===== src/rtl/mem_access_unit.sv =====
// MEM stage: word loads/stores over a req/ack data port, pipeline stall
// while a transfer is outstanding, and the MEM/WB pipeline register.
module mem_access_unit #(
  parameter int unsigned TIMEOUT = 15
) (
  input  logic        clk,
  input  logic        rst_n,
  input  logic [31:0] alu_result_mem,
  input  logic [31:0] write_data_mem,
  input  logic [4:0]  write_reg_addr_mem,
  input  logic        ctrl_MemToReg_mem,
  input  logic        ctrl_RegWrite_mem,
  input  logic        ctrl_MemRead_mem,
  input  logic        ctrl_MemWrite_mem,
  output logic        dmem_req,
  output logic        dmem_we,
  output logic [31:0] dmem_addr,
  output logic [31:0] dmem_wdata,
  input  logic [31:0] dmem_rdata,
  input  logic        dmem_ack,
  output logic        stall_mem,
  output logic [31:0] read_data_wb,
  output logic [31:0] alu_result_wb,
  output logic [4:0]  write_reg_addr_wb,
  output logic        ctrl_MemToReg_wb,
  output logic        ctrl_RegWrite_wb,
  output logic        exc_misaligned,
  output logic        exc_timeout
);

  typedef enum logic {IDLE, BUSY} state_e;

  localparam logic [7:0] CNT_MAX = 8'(TIMEOUT - 1);

  state_e      state_q, state_d;
  logic [7:0]  cnt_q, cnt_d;
  logic        req_q, req_d;
  logic        we_q, we_d;
  logic [31:0] addr_q, addr_d;
  logic [31:0] wdata_q, wdata_d;
  logic [31:0] rd_q, rd_d;
  logic [31:0] alu_q, alu_d;
  logic [4:0]  wra_q, wra_d;
  logic        m2r_q, m2r_d;
  logic        rw_q, rw_d;
  logic        emis_q, emis_d;
  logic        eto_q, eto_d;
  logic        stall_c;
  logic        mem_op;
  logic        aligned;

  assign mem_op  = ctrl_MemRead_mem | ctrl_MemWrite_mem;
  assign aligned = (alu_result_mem[1:0] == 2'b00);

  always_comb begin
    state_d = state_q;
    cnt_d   = cnt_q;
    req_d   = req_q;
    we_d    = we_q;
    addr_d  = addr_q;
    wdata_d = wdata_q;
    rd_d    = rd_q;
    alu_d   = alu_q;
    wra_d   = wra_q;
    m2r_d   = m2r_q;
    rw_d    = rw_q;
    emis_d  = 1'b0;
    eto_d   = 1'b0;
    stall_c = 1'b0;
    case (state_q)
      IDLE: begin
        if (!mem_op) begin
          alu_d = alu_result_mem;
          wra_d = write_reg_addr_mem;
          m2r_d = ctrl_MemToReg_mem;
          rw_d  = ctrl_RegWrite_mem;
        end else if (!aligned) begin
          alu_d  = alu_result_mem;
          wra_d  = write_reg_addr_mem;
          m2r_d  = 1'b0;
          rw_d   = 1'b0;
          emis_d = 1'b1;
        end else begin
          stall_c = 1'b1;
          req_d   = 1'b1;
          we_d    = ctrl_MemWrite_mem;
          addr_d  = {alu_result_mem[31:2], 2'b00};
          wdata_d = write_data_mem;
          m2r_d   = 1'b0;
          rw_d    = 1'b0;
          cnt_d   = 8'd0;
          state_d = BUSY;
        end
      end
      BUSY: begin
        // ack beats the timeout when both land in the same cycle
        if (dmem_ack) begin
          alu_d   = alu_result_mem;
          wra_d   = write_reg_addr_mem;
          m2r_d   = ctrl_MemToReg_mem;
          rw_d    = ctrl_RegWrite_mem;
          if (!we_q) rd_d = dmem_rdata;
          req_d   = 1'b0;
          state_d = IDLE;
        end else if (cnt_q == CNT_MAX) begin
          wra_d   = write_reg_addr_mem;
          m2r_d   = 1'b0;
          rw_d    = 1'b0;
          eto_d   = 1'b1;
          req_d   = 1'b0;
          state_d = IDLE;
        end else begin
          stall_c = 1'b1;
          cnt_d   = cnt_q + 8'd1;
          m2r_d   = 1'b0;
          rw_d    = 1'b0;
        end
      end
      default: state_d = IDLE;
    endcase
  end

  always_ff @(posedge clk or negedge rst_n) begin
    if (!rst_n) begin
      state_q <= IDLE;
      cnt_q   <= 8'd0;
      req_q   <= 1'b0;
      we_q    <= 1'b0;
      addr_q  <= 32'd0;
      wdata_q <= 32'd0;
      rd_q    <= 32'd0;
      alu_q   <= 32'd0;
      wra_q   <= 5'd0;
      m2r_q   <= 1'b0;
      rw_q    <= 1'b0;
      emis_q  <= 1'b0;
      eto_q   <= 1'b0;
    end else begin
      state_q <= state_d;
      cnt_q   <= cnt_d;
      req_q   <= req_d;
      we_q    <= we_d;
      addr_q  <= addr_d;
      wdata_q <= wdata_d;
      rd_q    <= rd_d;
      alu_q   <= alu_d;
      wra_q   <= wra_d;
      m2r_q   <= m2r_d;
      rw_q    <= rw_d;
      emis_q  <= emis_d;
      eto_q   <= eto_d;
    end
  end

  // held low in reset so the stage never stalls the pipe while reset
  assign stall_mem         = rst_n & stall_c;
  assign dmem_req          = req_q;
  assign dmem_we           = we_q;
  assign dmem_addr         = addr_q;
  assign dmem_wdata        = wdata_q;
  assign read_data_wb      = rd_q;
  assign alu_result_wb     = alu_q;
  assign write_reg_addr_wb = wra_q;
  assign ctrl_MemToReg_wb  = m2r_q;
  assign ctrl_RegWrite_wb  = rw_q;
  assign exc_misaligned    = emis_q;
  assign exc_timeout       = eto_q;

endmodule

===== config.mk =====
export PLATFORM = sky130hd
export DESIGN_NAME = mem_access_unit
export DESIGN_NICKNAME = d
export VERILOG_FILES = /design/src/rtl/mem_access_unit.sv
export SDC_FILE = /design/constraint.sdc
export NUM_CORES = 1
export LEC_CHECK = 0
export BUFFER_PORTS_ARGS = -buffer_cell sky130_fd_sc_hd__buf_2
export CORE_MARGIN = 2
export CORE_UTILIZATION = 46
export CTS_BUF_LIST = sky130_fd_sc_hd__clkbuf_8
export CTS_CLUSTER_DIAMETER = 150
export CTS_CLUSTER_SIZE = 8
export DETAILED_ROUTE_END_ITERATION = 8
export GPL_TIMING_DRIVEN = 0
export HOLD_SLACK_MARGIN = 0.03
export PLACE_DENSITY = 0.81
export SLEW_MARGIN = 15
export SYNTH_ARGS = -nofsm -noshare
export SYNTH_HDL_FRONTEND = slang
export SYNTH_SLANG_ARGS = --single-unit
export TNS_END_PERCENT = 100

===== constraint.sdc =====
create_clock -name clk -period 3.4 [get_ports clk]
set_input_delay 0.68 -clock clk [delete_from_list [all_inputs] [get_ports clk]]
set_output_delay 0.68 -clock clk [all_outputs]
set_load 0.02 [all_outputs]

# Word-level counts from Yosys, hierarchy flattened
# Index checks and enable logic that the tools add are counted.
totals:
  reg_bits: 146
  out_inout_bits: 140
  word_cells: 69
op_classes:
  add_sub_neg: 1
  eq_ne: 8
  n_mux: 36
  bitwise_logic: 4
  reduce_logical: 7
ops:
  columns: ["operator", "n"]
  rows:
  - ["32-bit 2-to-1 mux", 3]
  - ["32-bit case mux with 2 select lines", 1]
  - ["8-bit 2-to-1 mux", 4]
  - ["5-bit 2-to-1 mux", 4]
  - ["1-bit 2-to-1 mux", 18]
  - ["8-bit case mux with 2 select lines", 1]
  - ["2-bit inequality test (second input constant)", 5]
  - ["5-bit case mux with 2 select lines", 1]
  - ["3-bit AND reduction", 3]
  - ["8-bit by 1-bit adder with 8-bit output (second input constant)", 1]
  - ["8-bit by 4-bit == test with 1-bit output (second input constant)", 1]
  - ["1-bit case mux with 2 select lines", 4]
  - ["2-bit AND reduction", 2]
  - ["4-bit AND reduction", 1]
  - ["3-bit by 2-bit inequality test with 1-bit output (second input constant)", 1]
  - ["3-bit inequality test (second input constant)", 1]
  - ["2-bit logical NOT", 1]
  - ["1-bit inverter", 2]
  - ["1-bit AND", 1]
  - ["1-bit OR", 1]

# Logic depth before layout (Yosys ltp)
# Gate-level depths: netlist of the first run.
depth:
  depth_word: 5
  mapped_depth: 8
  mapped_depth_nobuf: 7

# Worst setup path after synthesis of the first run
# No wires, ideal clock.
synth_path:
  kind: "input to output"
  start: "input dmem_ack"
  end: "output stall_mem"
  arrival_time_ns: 1.650
  slack_ns: 1.070
  stages: 7
  path_buffers: 2
  path_cell_list: "nand2b_1 clkbuf_1 a21oi_2 nor2_1 buf_4 inv_1 and2_1"
synth_via:
  elab_chain_cells: 3
synth_lines:
  columns: ["item", "line", "text"]
  rows:
  - ["start, declared", "20", "input logic dmem_ack,"]
  - ["1-bit 2-to-1 mux", "97", "if (dmem_ack) begin"]
  - ["1-bit case mux with 2 select lines", "70", "case (state_q)"]
  - ["net stall_c", "48", "logic stall_c;"]
  - ["1-bit AND", "156", "assign stall_mem = rst_n & stall_c;"]
  - ["end, declared", "21", "output logic stall_mem,"]
# The timed path passes the listed nets, and every way through them passes these cells.

# Worst setup path in the final report of the first run
layout_path:
  start: "register cnt_q[0]"
  end: "output stall_mem"
layout_via:
  elab_chain_cells: 5
layout_lines:
  columns: ["item", "line", "text"]
  rows:
  - ["start, declared", "36", "logic [7:0] cnt_q, cnt_d;"]
  - ["start signal, assigned", "140", "cnt_q <= cnt_d;"]
  - ["8-bit by 4-bit == test with 1-bit output", "105", "end else if (cnt_q == CNT_MAX) begin"]
  - ["1-bit 2-to-1 mux", "105", null]
  - ["1-bit 2-to-1 mux", "97", null]
  - ["1-bit case mux with 2 select lines", "70", null]
  - ["net stall_c", "48", null]
  - ["1-bit AND", "156", null]
# The timed path passes the listed nets, and every way through them passes these cells.

==> qor.csv, run 1 <==
metric,value,unit
combinational share of power,29.5,%
hold crit path type,input pin to async pin,
Boundary Pins,248,
post-route setup slack,0.1976,ns
port buffer count,245,
PostCTS Resize Cnt,0,
ANT cells,0,
fin area,7451,um2
CTS Buf Count,17,
Hold Fails Final Rpt,0,
Die Ht,114.4,um
CP Launch Type,register,
Top delay family on crit path,simple AND/OR/NAND/NOR gates,
fin cells,781,
vias in the first global route,3880,
CP Data Arrival Time,2.52,ns
H-tree depth,4,
worst vdd ir,0.4059,mV
Slew Limit Fails,0,
first-pass GRT wire length,19110,um
Die ar.,13100,um2
initial antenna violation count,0,
CP dominant cell by count,inv_1,
Pleak,3.688,nW
nets,731,
WL/cell,16.00,um
RSZ-0062 raised after global routing,no,
row cnt,40,
"most common cell after layout, fill and taps aside",buf_2,
gr ovfl total,0,
clock group share of total power,25.4,%
GRT Total Usage,19.18,%
WL final,12490,um
Max-Cap Viols,0,
post-DP HPWL,9508,um
PwrDens,691.2,nW/um2
vias post-DR,3866,
Die W,114.4,um
"Cell Area, Synth",5610,um2
CP max FO,10,
Synth Register Bits,146,
maximum number of pins on one net before global-route repair,84,
CP Capture Type,output pin,
Root Buffer,clkbuf_8,
final setup fails,0,
setup bufs post-CTS,0,
"Seq/Total Area, Yosys",65.12,%
sequential power share,45.1,%
post-route clock period utilization,94.19,%
Clock Pin Slew Worst Setup and Hold Paths,0.08,ns
Area after DPL,7062,um2
Synth top area share,65.12,%
drt initial violations,127,
crit-path cells,inv_1 -> ha_1 -> nor3b_1 -> a21oi_2 -> nor2_1 -> buf_4 -> inv_1 -> and2_1 -> buf_2,
post-synth cell types,33,
crit path buf inv count,4,
DRC,0,
worst skew pair latency,0.44,ns
CTS tree,built,
CTS max path bufs,2,
Least-Margin Pin Slew,0.6043,ns
layout cells sized above 1,67.35,%
synth top area cells,"dfrtp_1 65%, mux2_2 26%, buf_2 1.1%",
status,completed,
first-pass detailed-route iteration total,4,
Vias per Instance,4.950,
Tot Pwr,5.150,mW
Synth area leader,dfrtp_1,
starting density of the core,46.90,%
Fmax,312.3,MHz
Final ANT Viol Nets,0,
P_sw,1.720,mW
Crit-path slowest cell,nor3b_1,
Sw Ratio,33.40,%
most frequent cells in the layout,"256 x buf_2, 146 x dfrtp_1, 130 x mux2_2",
Cells after Synth,355,
hold-fix buffers at CTS,0,
Crit Path Class,register to output pin,
GPL Wtd Cong,0.7816,
Setup Skew,0.007603,ns
"reg-to-reg slack, setup",1.22,ns
DP Cell Count,749,
Max transition margin,59.41,%
Yosys warnings,0,
area grow syn2layout,32.81,%
fin crit period,3.202,ns
CTS Sinks,146,
Core ar.,11960,um2
Critical Path Max Stage Delay,0.47,ns
Fillers,936,
Int Pwr,3.430,mW
Syn Area/Cell,15.80,um2
Placement Setup Slack,0.5152,ns
required time worst endpoint,2.72,ns
## path summary, 6_finish.rpt
| path | cells after the start | from | endpoint |
|---|---|---|---|
| setup / recovery | 9 | cnt_q[0]$_DFFE_PN0P_ | stall_mem |
| hold / removal | 1 | rst_n | alu_result_wb[30]$_DFFE_PN0P_ |
| setup reg to reg | 7 | cnt_q[0]$_DFFE_PN0P_ | write_reg_addr_wb[0]$_DFFE_PN0P_ |
| hold reg to reg | 1 | alu_result_wb[0]$_DFFE_PN0P_ | alu_result_wb[0]$_DFFE_PN0P_ |
| max in group asynchronous | 2 | rst_n | dmem_wdata[21]$_DFFE_PN0P_ |
| min in group clk | 2 | write_data_mem[14] | dmem_wdata[14]$_DFFE_PN0P_ |
## per-layer routing
metal,global-route usage (%),vias to the layer above,share of wire [%]
met5,0,-,0
met3,7.305,22,8.7
met4,9.024,0,2.5
met2,31.68,168,49
li1,-,1791,-
met1,22.06,1885,39
## logic make-up after synthesis
kind of cell	Yosys count	share of synthesized area, %
other	1	0.06684
adder cells (fa/ha/maj)	2	0.4460
multiplexers	131	26.27
AND/OR/NAND/NOR	34	3.502
AO/OA/AOI/OAI	21	2.721
buffers and inverters	20	1.873
flip-flops	146	65.12
## synth_stat cells
master,n
nand2_1,5
buf_2,12
nand3b_1,1
buf_4,4
dfrtp_1,146
nor4_4,1
nor2_1,7
mux2i_1,1
nor3_1,5
and2_1,2
o21ai_0,5
o31ai_1,1
and4bb_2,1
clkbuf_1,1
nand2b_1,1
and3_1,1
conb_1,1
nor3b_1,2
mux2_2,130
nand4_1,1
inv_1,3
a21oi_1,3
o2bb2ai_1,1
a211o_1,1
ha_1,2
or3_1,1
a221o_1,1
a21oi_2,1
a21o_1,4
a22o_1,3
nor2b_1,2
nand3_1,4
o211ai_2,1
## stage by stage
stage | hold slack, ns | util (%) | TNS, ns
final | 0.1603 | 62.29 | 0
after global routing | 0.1777 | 62.29 | 0
after CTS | 0.1684 | 62.29 | 0
after detailed placement | 0.4877 | 59.04 | 0
after global placement | 0.4809 | 58.72 | -32.00
after floorplan | 0.3844 | - | 0
## registers in the layout (all words and copies together), names as in the netlist
signal	cells
dmem_addr	30
exc_timeout	1
ctrl_RegWrite_wb	1
cnt_q	8
alu_result_wb	32
ctrl_MemToReg_wb	1
dmem_we	1
write_reg_addr_wb	5
state_q	1
dmem_wdata	32
read_data_wb	32
exc_misaligned	1
dmem_req	1
## worst reg2reg max path, cell delays in order (launching register included)
cell	delay, ns
dfrtp_1	0.43
inv_1	0.08
ha_1	0.14
nor3b_1	0.47
a21oi_2	0.14
nor2_1	0.24
buf_4	0.23
mux2_2	0.35
## power groups by stage
| stage | clock (mW) | combinational, mW | sequential, mW |
|---|---|---|---|
| finish | 1.31 | 1.52 | 2.32 |
| global route | 1.43 | 1.62 | 2.37 |
| CTS | 1.36 | 1.54 | 2.33 |
| detailed placement | 0 | 1.54 | 2.36 |
| global placement | 0 | 1.50 | 2.33 |
| floorplan | 0 | 0.443 | 2.83 |
## layout make-up
| cell class | instances | area (um2) | area share, % |
|---|---|---|---|
| Sequential cell | 146 | 3654 | 49.03 |
| Buffer | 17 | 93.84 | 1.259 |
| Tap cell | 147 | 183.9 | 2.469 |
| Inverter | 3 | 11.26 | 0.1511 |
| Timing Repair Buffer | 246 | 1264 | 16.96 |
| Clock buffer | 18 | 247.7 | 3.325 |
| Clock inverter | 14 | 141.4 | 1.898 |
| Multi-Input combinational cell | 190 | 1856 | 24.90 |
(Power assumes the default switching activity.)
==> inputs of run 2 (changes only) <==
--- a/config.mk
+++ b/config.mk
@@ -14,7 +14,7 @@
 export DETAILED_ROUTE_END_ITERATION = 8
 export GPL_TIMING_DRIVEN = 0
 export HOLD_SLACK_MARGIN = 0.03
-export PLACE_DENSITY = 0.81
+export PLACE_DENSITY = 0.78
 export SLEW_MARGIN = 15
 export SYNTH_ARGS = -nofsm -noshare
 export SYNTH_HDL_FRONTEND = slang
==> qor.csv, run 2 (synthesized netlist as in run 1, its figures left out) <==
metric,value,unit
Die Ht,114.4,um
DRC,0,
fin cells,780,
Pleak,3.739,nW
Crit Path Class,register to output pin,
most frequent cells in the layout,"256 x buf_2, 146 x dfrtp_1, 130 x mux2_2",
Die W,114.4,um
ANT cells,0,
CTS Buf Count,17,
nets,731,
Setup Skew,0.005852,ns
Hold Fails Final Rpt,0,
gr ovfl total,0,
CTS max path bufs,2,
status,completed,
area of the multi-input gates,1861,um2
DP Cell Count,749,
GRT Total Usage,19.67,%
RSZ-0062 raised after global routing,no,
first-pass detailed-route iteration total,4,
Die ar.,13100,um2
fin area,7521,um2
hold-fix buffers at CTS,0,
Max transition margin,63.45,%
CP max FO,10,
CP Data Arrival Time,2.31,ns
Slew Limit Fails,0,
Boundary Pins,248,
first-pass GRT wire length,19720,um
hold crit path type,input pin to async pin,
CTS tree,built,
layout cells sized above 1,67.61,%
fin crit period,2.986,ns
post-DP HPWL,9573,um
Vias per Instance,4.967,
drt initial violations,147,
WL/cell,16.15,um
WL final,12600,um
"most common cell after layout, fill and taps aside",buf_2,
Area after DPL,7062,um2
CP Capture Type,output pin,
final setup fails,0,
setup_tns,0,ns
PwrDens,712.3,nW/um2
Least-Margin Pin Slew,0.5441,ns
Clock Pin Slew Worst Setup and Hold Paths,0.07,ns
initial antenna violation count,0,
Fmax,334.9,MHz
GPL Wtd Cong,0.7783,
starting density of the core,46.90,%
worst vdd ir,0.3974,mV
CP Launch Type,register,
CTS Sinks,146,
Fillers,939,
vias in the first global route,4079,
port buffer count,245,
required time worst endpoint,2.72,ns
Root Buffer,clkbuf_8,
Core ar.,11960,um2
vias post-DR,3874,
worst skew pair latency,0.43,ns
sequential cell area,3654,um2
row cnt,40,
"reg-to-reg slack, setup",1.43,ns
Max-Cap Viols,0,
area grow syn2layout,34.05,%
post-route clock period utilization,87.82,%
maximum number of pins on one net before global-route repair,90,
Final ANT Viol Nets,0,
H-tree depth,4,
==> run 2: through the flow <==
| stage | hold slack, ns | total power, mW | setup slack, ns | utilization (%) |
|---|---|---|---|---|
| global placement | 0.4813 | 3.831 | -0.7769 | 58.72 |
| global route | 0.1518 | 5.643 | 0.1630 | 62.88 |
| CTS | 0.1472 | 5.429 | 0.1221 | 62.83 |
| finish | 0.1605 | 5.357 | 0.4142 | 62.88 |
| floorplan | 0.3844 | 3.275 | 1.070 | - |
| detailed placement | 0.4851 | 3.905 | 0.5113 | 59.04 |
==> run 2: layout make-up <==
class                           count  area share, %
Sequential cell                   146          48.58
Inverter                            3         0.1497
Timing Repair Buffer              246          16.80
Buffer                             17          1.248
Clock inverter                      9          2.013
Tap cell                          147          2.446
Clock buffer                       22          4.026
Multi-Input combinational cell    190          24.74
==> run 2: where the power goes <==
part | internal (mW) | total [mW] | switching, mW
logic | 0.638 | 1.52 | 0.882
clock network | 0.892 | 1.51 | 0.614
registers | 2.13 | 2.33 | 0.202
==> run 2: final timing paths <==
check,from,endpoint,cells past startpoint
min reg2reg,alu_result_wb[0]$_DFFE_PN0P_,alu_result_wb[0]$_DFFE_PN0P_,1
max reg2reg,cnt_q[0]$_DFFE_PN0P_,write_reg_addr_wb[0]$_DFFE_PN0P_,7
min in group clk,ctrl_RegWrite_mem,ctrl_RegWrite_wb$_DFF_PN0_,2
max,cnt_q[0]$_DFFE_PN0P_,stall_mem,9
min,rst_n,read_data_wb[28]$_DFFE_PN0P_,1
max in group asynchronous,rst_n,dmem_wdata[28]$_DFFE_PN0P_,2
==> run 2: routing by layer <==
| layer | vias up | GRT usage [%] | wire [um] |
|---|---|---|---|
| met2 | 177 | 33.61 | 6362 |
| met5 | - | 0 | 0 |
| met3 | 14 | 7.888 | 1168 |
| met4 | 0 | 7.886 | 221 |
| li1 | 1787 | - | - |
| met1 | 1896 | 21.96 | 4846 |
==> run 2: what timing repair did <==
item,CTS,global route
setup buffers,0,0
endpoints found under the hold margin,0,0
setup endpoints to repair,0,1
resized for setup,0,1
==> run 2: critical path: stages (launching register included) <==
cell     delay, ns
dfrtp_1       0.42
inv_1         0.07
ha_1          0.13
nor3b_2       0.29
a21oi_2       0.12
nor2_1        0.24
buf_4         0.23
inv_1         0.06
and2_1        0.14
buf_2         0.16
==> inputs of run 3 (changes only) <==
--- a/config.mk
+++ b/config.mk
@@ -6,6 +6,7 @@
 export NUM_CORES = 1
 export LEC_CHECK = 0
 export BUFFER_PORTS_ARGS = -buffer_cell sky130_fd_sc_hd__buf_2
+export CORE_ASPECT_RATIO = 1.2
 export CORE_MARGIN = 2
 export CORE_UTILIZATION = 46
 export CTS_BUF_LIST = sky130_fd_sc_hd__clkbuf_8
==> qor.csv, run 3 (synthesized netlist as in run 1, its figures left out) <==
metric,value,unit
status,completed,
post-DP HPWL,9403,um
maximum number of pins on one net before global-route repair,112,
fin crit period,3.142,ns
Max transition margin,63.78,%
Clock Pin Slew Worst Setup and Hold Paths,0.08,ns
fin cells,795,
initial antenna violation count,0,
starting density of the core,46.75,%
DP Cell Count,763,
WL/cell,15.70,um
setup_tns,0,ns
required time worst endpoint,2.72,ns
Placement Setup Slack,0.5284,ns
layout cells sized above 1,67.35,%
worst hold slack,0.1112,ns
vias post-DR,3865,
GRT Total Usage,19.60,%
area grow syn2layout,34.03,%
ANT cells,0,
Setup Skew,0.008484,ns
hold crit path type,input pin to async pin,
worst vdd ir,0.4384,mV
Tot Pwr,5.328,mW
CTS Sinks,146,
H-tree depth,4,
port buffer count,245,
Crit Path Class,register to output pin,
CP max FO,10,
post-route clock period utilization,92.42,%
Final ANT Viol Nets,0,
CTS Buf Count,17,
Hold Fails Final Rpt,0,
Die W,104.8,um
final setup fails,0,
vias in the first global route,4087,
Core ar.,12000,um2
row cnt,44,
DRC,0,
Die Ht,125.0,um
most frequent cells in the layout,"256 x buf_2, 146 x dfrtp_1, 130 x mux2_2",
first-pass GRT wire length,20280,um
CP Data Arrival Time,2.46,ns
nets,731,
CP Capture Type,output pin,
CTS max path bufs,2,
Max-Cap Viols,0,
Area after DPL,7079,um2
PostCTS Resize Cnt,0,
Die ar.,13100,um2
PwrDens,708.5,nW/um2
Least-Margin Pin Slew,0.5432,ns
Fmax,318.2,MHz
CTS tree,built,
CP Launch Type,register,
GPL Wtd Cong,0.7674,
Vias per Instance,4.862,
Slew Limit Fails,0,
worst skew pair latency,0.43,ns
WL final,12480,um
post-route setup slack,0.2577,ns
gr ovfl total,0,
Post-Route Utilization,62.66,%
first-pass detailed-route iteration total,4,
hold-fix buffers at CTS,0,
Fillers,1013,
Root Buffer,clkbuf_8,
setup bufs post-CTS,0,
RSZ-0062 raised after global routing,no,
fin area,7520,um2
"most common cell after layout, fill and taps aside",buf_2,
Boundary Pins,248,
Pleak,3.715,nW
drt initial violations,118,
run 3: worst max-delay path, stage by stage, from the launching register on:
cell and delay (ns):
dfrtp_1 0.42, inv_1 0.08, ha_1 0.14, nor3b_1 0.43, a21oi_2 0.14, nor2_1 0.23, buf_4 0.23, inv_1 0.06
and2_1 0.15, buf_2 0.16
run 3: worst paths after layout:
check / start / slack, ns / end / cells past startpoint
min in group clk: ctrl_MemToReg_mem / 0.47 / ctrl_MemToReg_wb$_DFF_PN0_ / 2
hold reg to reg: alu_result_wb[0]$_DFFE_PN0P_ / 0.50 / alu_result_wb[0]$_DFFE_PN0P_ / 1
max in group asynchronous: rst_n / 2.47 / alu_result_wb[22]$_DFFE_PN0P_ / 2
hold / removal: rst_n / 0.11 / read_data_wb[11]$_DFFE_PN0P_ / 1
setup / recovery: cnt_q[0]$_DFFE_PN0P_ / 0.26 / stall_mem / 9
setup reg to reg: cnt_q[0]$_DFFE_PN0P_ / 1.27 / write_reg_addr_wb[1]$_DFFE_PN0P_ / 7
run 3: report_power, final:
| group | switching [mW] | internal, mW |
|---|---|---|
| sequential | 0.203 | 2.13 |
| clock | 0.673 | 0.810 |
| combinational | 0.877 | 0.638 |
run 3: final cells by class:
cell class | count | area [um2] | share of cell area [%]
multi-input cells | 190 | 1856 | 24.68
clock inverters | 15 | 206.4 | 2.745
well taps | 161 | 201.4 | 2.679
flip-flops and latches | 146 | 3654 | 48.59
repair buffers | 246 | 1264 | 16.81
inverters | 3 | 11.26 | 0.1498
plain buffers | 17 | 93.84 | 1.248
clock buffers | 17 | 234.0 | 3.111
run 3: routing by layer:
metal | vias to the layer above | global-route usage, % | part of all wire [%]
met2 | 168 | 35.06 | 53
met5 | - | 0 | 0
li1 | 1781 | - | -
met4 | 0 | 5.882 | 1.3
met3 | 13 | 6.361 | 7.1
met1 | 1903 | 22.29 | 39
